==> src/rtl/wb_arbiter.sv <==
// Write-back arbiter: merges ALU results and handshaked memory results onto the single register-file write port.
// Latency: one cycle from issue decision to registered wEnable_o/wAddr_o/wData_o; queued memory results wait at least one cycle.
// Backpressure: the ALU side is never stalled; memReady_o drops while the FIFO is full, with no push-through on a same-cycle pop.
//
// Ports:
//   clk, rst                          clock, synchronous active-high reset
//   aluValid_i/aluAddr_i/aluData_i    ALU result, always accepted
//   memValid_i/memReady_o/memAddr_i/memData_i   memory-side result with valid/ready handshake
//   wEnable_o/wAddr_o/wData_o         registered register-file write port (addr/data held when idle)
//   qAddr_i/fwdHit_o/fwdData_o        combinational forwarding lookup into the FIFO
//   count_o                           FIFO occupancy, killed entries included
//
// Build option: define WB_FWD_EN to include the forwarding lookup; without it fwdHit_o/fwdData_o are tied to 0.
module wb_arbiter #(
   parameter int DATA_W = 16,
   parameter int ADDR_W = 4,
   parameter int DEPTH  = 4
) (
   input  logic                      clk,
   input  logic                      rst,
   input  logic                      aluValid_i,
   input  logic [ADDR_W-1:0]         aluAddr_i,
   input  logic [DATA_W-1:0]         aluData_i,
   input  logic                      memValid_i,
   output logic                      memReady_o,
   input  logic [ADDR_W-1:0]         memAddr_i,
   input  logic [DATA_W-1:0]         memData_i,
   output logic                      wEnable_o,
   output logic [ADDR_W-1:0]         wAddr_o,
   output logic [DATA_W-1:0]         wData_o,
   input  logic [ADDR_W-1:0]         qAddr_i,
   output logic                      fwdHit_o,
   output logic [DATA_W-1:0]         fwdData_o,
   output logic [$clog2(DEPTH):0]    count_o
);

   localparam int AW = $clog2(DEPTH);
   localparam logic [AW:0] FULL_CNT = (AW+1)'(DEPTH);

   logic [ADDR_W-1:0] q_addr [DEPTH];
   logic [DATA_W-1:0] q_data [DEPTH];
   logic [DEPTH-1:0]  q_live;
   logic [AW:0]       wr_ptr;
   logic [AW:0]       rd_ptr;
   logic [AW-1:0]     wr_idx;
   logic [AW-1:0]     rd_idx;

   logic              alu_wr;
   logic              fifo_empty;
   logic              mem_acc;
   logic              mem_keep;
   logic              pop;
   logic              direct;
   logic              push;
   logic              issue_vld;
   logic [ADDR_W-1:0] issue_addr;
   logic [DATA_W-1:0] issue_data;

   // Extra wrap bit in the pointers makes the difference the true occupancy.
   assign count_o    = wr_ptr - rd_ptr;
   assign wr_idx     = wr_ptr[AW-1:0];
   assign rd_idx     = rd_ptr[AW-1:0];
   assign fifo_empty = (count_o == '0);
   assign memReady_o = !rst && (count_o < FULL_CNT);

   assign alu_wr   = aluValid_i && (aluAddr_i != '0);
   assign mem_acc  = memValid_i && memReady_o;
   // Memory result is older than a same-cycle ALU write to the same register, so it is dropped.
   assign mem_keep = mem_acc && (memAddr_i != '0) && !(alu_wr && (memAddr_i == aluAddr_i));
   assign pop      = !alu_wr && !fifo_empty;
   assign direct   = !alu_wr && fifo_empty && mem_keep;
   assign push     = mem_keep && !direct;

   always_comb begin
      issue_vld  = 1'b0;
      issue_addr = aluAddr_i;
      issue_data = aluData_i;
      if (alu_wr) begin
         issue_vld = 1'b1;
      end else if (pop) begin
         // A killed head is still popped but leaves a bubble.
         issue_vld  = q_live[rd_idx];
         issue_addr = q_addr[rd_idx];
         issue_data = q_data[rd_idx];
      end else if (direct) begin
         issue_vld  = 1'b1;
         issue_addr = memAddr_i;
         issue_data = memData_i;
      end
   end

   always_ff @(posedge clk) begin
      if (rst) begin
         wr_ptr    <= '0;
         rd_ptr    <= '0;
         q_live    <= '0;
         wEnable_o <= 1'b0;
         wAddr_o   <= '0;
         wData_o   <= '0;
      end else begin
         wEnable_o <= issue_vld;
         if (issue_vld) begin
            wAddr_o <= issue_addr;
            wData_o <= issue_data;
         end
         // Kill stale entries; unoccupied slots may be cleared too, which is harmless
         // because a push always sets the live bit of its slot.
         for (int i = 0; i < DEPTH; i++) begin
            if (alu_wr && (q_addr[i] == aluAddr_i)) begin
               q_live[i] <= 1'b0;
            end
         end
         if (pop) begin
            rd_ptr <= rd_ptr + 1'b1;
         end
         if (push) begin
            q_live[wr_idx] <= 1'b1;
            wr_ptr         <= wr_ptr + 1'b1;
         end
      end
   end

   // Payload storage needs no reset: occupancy and live bits qualify every read.
   always_ff @(posedge clk) begin
      if (!rst && push) begin
         q_addr[wr_idx] <= memAddr_i;
         q_data[wr_idx] <= memData_i;
      end
   end

`ifdef WB_FWD_EN
   // Scan oldest to newest so the newest live match wins.
   always_comb begin
      logic [AW-1:0] idx;
      fwdHit_o  = 1'b0;
      fwdData_o = '0;
      idx       = '0;
      for (int i = 0; i < DEPTH; i++) begin
         idx = rd_idx + AW'(i);
         if (!rst && ((AW+1)'(i) < count_o) && q_live[idx] &&
             (qAddr_i != '0) && (q_addr[idx] == qAddr_i)) begin
            fwdHit_o  = 1'b1;
            fwdData_o = q_data[idx];
         end
      end
   end
`else
   logic unused_qaddr;
   assign unused_qaddr = ^qAddr_i;
   assign fwdHit_o     = 1'b0;
   assign fwdData_o    = '0;
`endif

endmodule

==> config.mk <==
export PLATFORM = sky130hd
export DESIGN_NAME = wb_arbiter
export DESIGN_NICKNAME = d
export VERILOG_FILES = /design/src/rtl/wb_arbiter.sv
export SDC_FILE = /design/constraint.sdc
export NUM_CORES = 1
export LEC_CHECK = 0
export BUFFER_PORTS_ARGS = -buffer_cell sky130_fd_sc_hd__buf_4
export CORE_MARGIN = 4
export CORE_UTILIZATION = 55
export CTS_CLUSTER_SIZE = 12
export DETAILED_ROUTE_END_ITERATION = 10
export PLACE_DENSITY = 0.88
export RECOVER_POWER = 50
export SYNTH_ARGS = -nofsm -noshare
export SYNTH_HDL_FRONTEND = slang
export SYNTH_SLANG_ARGS = --single-unit
==> constraint.sdc <==
create_clock -name clk -period 5.49 [get_ports clk]
set_input_delay 0.8235 -clock clk [delete_from_list [all_inputs] [get_ports clk]]
set_output_delay 0.8235 -clock clk [all_outputs]
set_load 0.01 [all_outputs]
=== After elaboration in Yosys (flattened, before gate mapping) ===
Memories as Yosys holds them, arrays and structs flattened. A register that Yosys moved wholly into a read port is not among the register bits.
Cells that the tools add are included.

* Logic and storage cells: 73
* Output and inout port bits: 42
* Memories: 2
* Bits in registers: 31
* RAM bits: 80
* Input bits: 48

{| class="wikitable"
|+ Memories
! memory !! depth !! bits a word !! rd ports !! clocked after Yosys merged registers in !! write ports !! RTL line !! text
|-
| q_data || 4 || 16 || 1 || 1 || 1 || 41 || <nowiki>logic [DATA_W-1:0] q_data [DEPTH];</nowiki>
|-
| q_addr || 4 || 4 || 5 || 1 || 1 || 40 || <nowiki>logic [ADDR_W-1:0] q_addr [DEPTH];</nowiki>
|}

* $lt $le $gt $ge: 4
* Bitwise gates (word level): 1
* Reduce and logical (&&, ||, !) cells: 24
* Multiplexer cells: 28
* Add/subtract/negate cells: 3
* Eq/ne operators: 5

{| class="wikitable"
|+ Operator list
! operator !! number
|-
| $mux 16 || 3
|-
| $eq 4x4->1 || 5
|-
| $logic_and 1x1->1 || 16
|-
| $mux 4 || 4
|-
| $mux 1 || 15
|-
| $mux 2 || 4
|-
| $reduce_bool 4->1 || 2
|-
| $add 3x1->3 const B || 2
|-
| $lt 2x3->1 const B || 2
|-
| $logic_not 1->1 || 5
|-
| $or 4x4->4 || 1
|-
| $logic_not 3->1 || 1
|-
| $lt 3x3->1 const B || 1
|-
| $sub 3x3->3 || 1
|-
| $bmux 1 s2 || 1
|-
| $demux 1 s2 || 1
|-
| $ge 2x1->1 const B || 1
|}

=== Longest topological paths before layout ===
* Depth after elaboration: 12
* Depth in mapped cells: 10
* Gate-level depth less buffers: 9

=== Least setup slack after synthesis ===
No wires, ideal clock.

* Kind: input-to-reg
* From: input aluAddr_i[1]
* To: memory q_addr[0][0], enable pin
* Stages: 5
* Setup time: 0.379 ns
* Slack: 2.590 ns
* Path buffers: 1
* Arrival time: 2.521 ns
* Path through: buf_2 -> o41ai_4 -> nor3_1 -> a221oi_4 -> and2_1

* Cells in the longest elaborated chain, start to end: 11
* Elaborated cells on any way between the ends: 14
* Classes of those cells: eq/ne: 1; mux: 2; reduce/logical: 11

{| class="wikitable"
|+ Ends and longest elaborated chain
! what !! RTL line !! text
|-
| start: declaration || 22 || <nowiki>input logic [ADDR_W-1:0] aluAddr_i,</nowiki>
|-
| $reduce_bool 4->1 || 66 || <nowiki>assign alu_wr = aluValid_i && (aluAddr_i != '0);</nowiki>
|-
| $logic_and 1x1->1 || 66 ||
|-
| $logic_and 1x1->1 || 69 || <nowiki>assign mem_keep = mem_acc && (memAddr_i != '0) && !(alu_wr && (memAddr_i == aluAddr_i));</nowiki>
|-
| $logic_not 1->1 || 69 ||
|-
| $logic_and 1x1->1 || 69 ||
|-
| $logic_and 1x1->1 || 71 || <nowiki>assign direct = !alu_wr && fifo_empty && mem_keep;</nowiki>
|-
| $logic_not 1->1 || 72 || <nowiki>assign push = mem_keep && !direct;</nowiki>
|-
| $logic_and 1x1->1 * || 72 ||
|-
| $logic_and 1x1->1 * || 125 || <nowiki>if (!rst && push) begin</nowiki>
|-
| $mux 1 * || 125 ||
|-
| $mux 1 (implied by the code) * || 126 || <nowiki>q_addr[wr_idx] <= memAddr_i;</nowiki>
|-
| end: declaration || 40 ||
|}

Every way passes the cells marked *; elsewhere a longest branch is shown, timed or not.

=== Worst setup path after layout ===
* From: register wr_ptr[0]
* To: register q_live[0]

* Cells in the longest elaborated chain, start to end: 10
* Elaborated cells on any way between the ends: 18
* Classes of those cells: add/sub: 1; order compare: 3; mux: 3; bitwise: 1; reduce/logical: 10

{| class="wikitable"
|+ Ends and longest elaborated chain
! what !! RTL line !! text
|-
| start: declaration || 43 || <nowiki>logic [AW:0] wr_ptr;</nowiki>
|-
| start signal: assignment || 118 || <nowiki>wr_ptr <= wr_ptr + 1'b1;</nowiki>
|-
| $sub 3x3->3 || 60 || <nowiki>assign count_o = wr_ptr - rd_ptr;</nowiki>
|-
| $lt 3x3->1 || 64 || <nowiki>assign memReady_o = !rst && (count_o < FULL_CNT);</nowiki>
|-
| $logic_and 1x1->1 || 64 ||
|-
| $logic_and 1x1->1 || 67 || <nowiki>assign mem_acc = memValid_i && memReady_o;</nowiki>
|-
| $logic_and 1x1->1 (2 in series) || 69 ||
|-
| $logic_and 1x1->1 || 71 ||
|-
| $logic_not 1->1 || 72 ||
|-
| $logic_and 1x1->1 || 72 ||
|-
| $mux 4 * || 116 || <nowiki>if (push) begin</nowiki>
|-
| end signal: assignment || 96 || <nowiki>q_live <= '0;</nowiki>
|-
| end signal: indexed assignment || 110 || <nowiki>q_live[i] <= 1'b0;</nowiki>
|-
| end signal: indexed assignment || 117 || <nowiki>q_live[wr_idx] <= 1'b1;</nowiki>
|-
| end: declaration || 42 || <nowiki>logic [DEPTH-1:0] q_live;</nowiki>
|}

Marks and branches as above.
A chain may end at the register's enable or synchronous reset.

==> results.cfg <==
[cts]
cts.sink_count = 113
cts_setup_buffers = 0
cts_hold_buffers = 0
tritoncts.num_buffers = 17
clk-insertion-delay-late_ps = 510
post_cts_resized = 0
ctsLongestPathBuffers = 2
cts.root.buffer_cell = sky130_fd_sc_hd__clkbuf_8
clk_pin_slew_worst_paths_ps = 50
ctsHtreeMaxLevel = 4
tritoncts = done

[placement]
place_worst_setup_slack_ps = 1730
numPortBuffers = 68
instance_count_after_placement_with_tap_cells_included = 496
globalplace.congestion = 0.841
dpl.hpwl_um = 6770

[timing]
setup-violations-final = 0
max_freq_ghz = 0.231
timing_hold_violations_final = 0
max_slew_margin = 0.157
rsz0062_at_grt = no
fin_skew_ps = 8.72
final.setup.worst_slack_ps = 1160
min_period_over_period = 0.789
final.min_clock_period_ps = 4330
final-max-slew-violation-count = 0
worstMarginPinSlew_ps = 1260
worst_hold_slack_ps = 474
fin_setup_tns_ps = 0

[yosys]
synth.most_common_cell = sky130_fd_sc_hd__edfxtp_1
post_synthesis_mean_instance_area_um2 = 14.6
synth_seq_cells = 113
post_synthesis_instance_total = 340
total_number_of_yosys_warnings = 0
synthTopCellsByCount = sky130_fd_sc_hd__edfxtp_1, sky130_fd_sc_hd__dfxtp_1, sky130_fd_sc_hd__mux4_2
synth.top_cells.by_area = sky130_fd_sc_hd__edfxtp_1, sky130_fd_sc_hd__dfxtp_1, sky130_fd_sc_hd__mux4_2
synth.cell_area_um2 = 4970
ys_seq_area_frac = 0.616
synth_async_sr_flop_share = 0
synth_flop_cell = sky130_fd_sc_hd__edfxtp_1
yosys.area.top_type = sky130_fd_sc_hd__edfxtp_1
post_synth_top_area_share = 0.483
synth.distinct_cells = 44
count_of_flip_flops_with_a_built_in_enable_after_synthesis = 80

[routing]
route.antenna.remaining_nets = 0
routed_wire_length_per_instance_um = 22.2
vias = 3272
dr.first_iter.drc_count = 298
drcViolationCount = 0
routed_via_density = 6.20
routed_wirelength_um = 11700
pre_repair_dr_iteration_count = 5

[floorplan]
die_height_um = 103
design.die.area_um2 = 10600
floorplan.initialDensity = 0.568
die_x_um = 103
fp.coreArea_um2 = 8760
io_pins = 90
rows = 34

[cells_and_area]
fin_nets = 462
diodes_inserted = 0
layout.cells.non_filler = 528
syn2layout_area_growth_pct = 17.5
final_layout_size_suffix_gt1_frac = 0.205

[setup_path]
worst-endpoint-required_ps = 5880
cp_launch_type = register
critical_path_arrival_ps = 4720
rrSetupSlack_ps = 1160
critPathCaptureType = register
timing_worst_setup_path_type = reg -> reg
critPathMaxFanout = 21

[power_and_ir_drop]
fin_total_pwr_mw = 3.02
vdd_drop_max_v = 0.000201
cellLeakagePower_nw = 2.04
power_per_cell_area_nw_per_um2 = 517

[grt]
grt_first_pass_wirelength_um = 17500
grt_start_max_net_pins = 27
grt_antenna_before_repair = 0
grt_pass1_vias = 3371
global_route.overflow_total = 0
grt_usage = 0.228

[hold_path]
holdCritPathClass = reg -> reg

[outcome]
run_status = completed

[job]
maxCapViolations = 0
-- path summary, 6_finish.rpt --
check | depth (start not counted) | startpoint | to
worst max-delay path | 9 | wr_ptr[0]$_SDFFE_PP0N_ | q_live[0]$_SDFF_PP0_
worst min-delay path | 2 | wData_o[7]$_SDFFE_PP0P_ | wData_o[7]$_SDFFE_PP0P_
worst max register to register | 9 | wr_ptr[0]$_SDFFE_PP0N_ | q_live[0]$_SDFF_PP0_
worst min register to register | 2 | wData_o[7]$_SDFFE_PP0P_ | wData_o[7]$_SDFFE_PP0P_
-- logic make-up after synthesis --
kind of cell             count (synthesis)  share of synthesized area
XOR/XNOR                                24                     0.0453
adder cells (fa/ha/maj)                  7                     0.0191
flip-flops                             113                      0.616
buffers and inverters                   43                     0.0501
other                                    1                   0.000754
AND/OR/NAND/NOR                         50                     0.0538
multiplexers                            26                      0.105
AO/OA/AOI/OAI                           76                      0.110
-- critical path, cell delays in order, from the launching register on --
cell	delay (ps)
sky130_fd_sc_hd__dfxtp_1	390
sky130_fd_sc_hd__inv_1	100
sky130_fd_sc_hd__ha_1	220
sky130_fd_sc_hd__fa_1	410
sky130_fd_sc_hd__xnor3_1	400
sky130_fd_sc_hd__inv_1	150
sky130_fd_sc_hd__nor2_1	980
sky130_fd_sc_hd__a221oi_1	460
sky130_fd_sc_hd__and2_1	690
sky130_fd_sc_hd__a31o_2	410
-- power by group --
| part | switching, mW | internal (mW) |
|---|---|---|
| clock | 0.368 | 0.686 |
| sequential | 0.112 | 1.05 |
| combinational | 0.470 | 0.336 |
-- layout make-up --
class	instances	area, um2
Clock buffer	21	429
Sequential cell	113	3060
Inverter	7	26.3
Tap cell	108	135
Timing Repair Buffer	68	349
Fill cell	627	2920
Multi-Input combinational cell	200	1700
Clock inverter	11	139
-- cell usage in the layout (no fill, tap or decap), types with 4 or more instances in the layout --
master,instances
sky130_fd_sc_hd__a21oi_1,15
sky130_fd_sc_hd__xnor2_1,10
sky130_fd_sc_hd__ha_1,6
sky130_fd_sc_hd__buf_4,25
sky130_fd_sc_hd__nor2_1,10
sky130_fd_sc_hd__o22a_1,12
sky130_fd_sc_hd__clkinv_2,4
sky130_fd_sc_hd__nand3_1,15
sky130_fd_sc_hd__nand2_1,7
sky130_fd_sc_hd__clkbuf_16,16
sky130_fd_sc_hd__a222oi_1,6
sky130_fd_sc_hd__clkbuf_1,47
sky130_fd_sc_hd__mux4_2,21
sky130_fd_sc_hd__a31o_2,4
sky130_fd_sc_hd__and2_1,4
sky130_fd_sc_hd__o22ai_1,10
sky130_fd_sc_hd__inv_1,6
sky130_fd_sc_hd__dfxtp_1,32
sky130_fd_sc_hd__o21ai_0,20
sky130_fd_sc_hd__nor3_1,5
sky130_fd_sc_hd__conb_1,17
sky130_fd_sc_hd__edfxtp_1,80
sky130_fd_sc_hd__mux2i_1,4
sky130_fd_sc_hd__xor2_1,13
-- state kept, by name, indices dropped and copies added, names as in the netlist, named ones only --
name	cells
q_data	64
q_addr	16
wData_o	16
q_live	4
wAddr_o	4
rd_ptr	3
wr_ptr	3
wEnable_o	1
-- metal layers --
metal,up-vias,wire (um),global-route usage
li1,1424,-,-
met1,1625,4350,0.269
met2,193,6200,0.397
met3,30,907,0.0575
met4,0,246,0.0946
met5,-,0,0
-- stage by stage --
stage	instance area (um2)	utilization
global route	5840	0.667
CTS	6030	0.688
finish	5840	0.667
floorplan	5030	-
global placement	5460	0.623
detailed placement	5460	0.623
No activity file was read; power rests on OpenSTA's default activity.
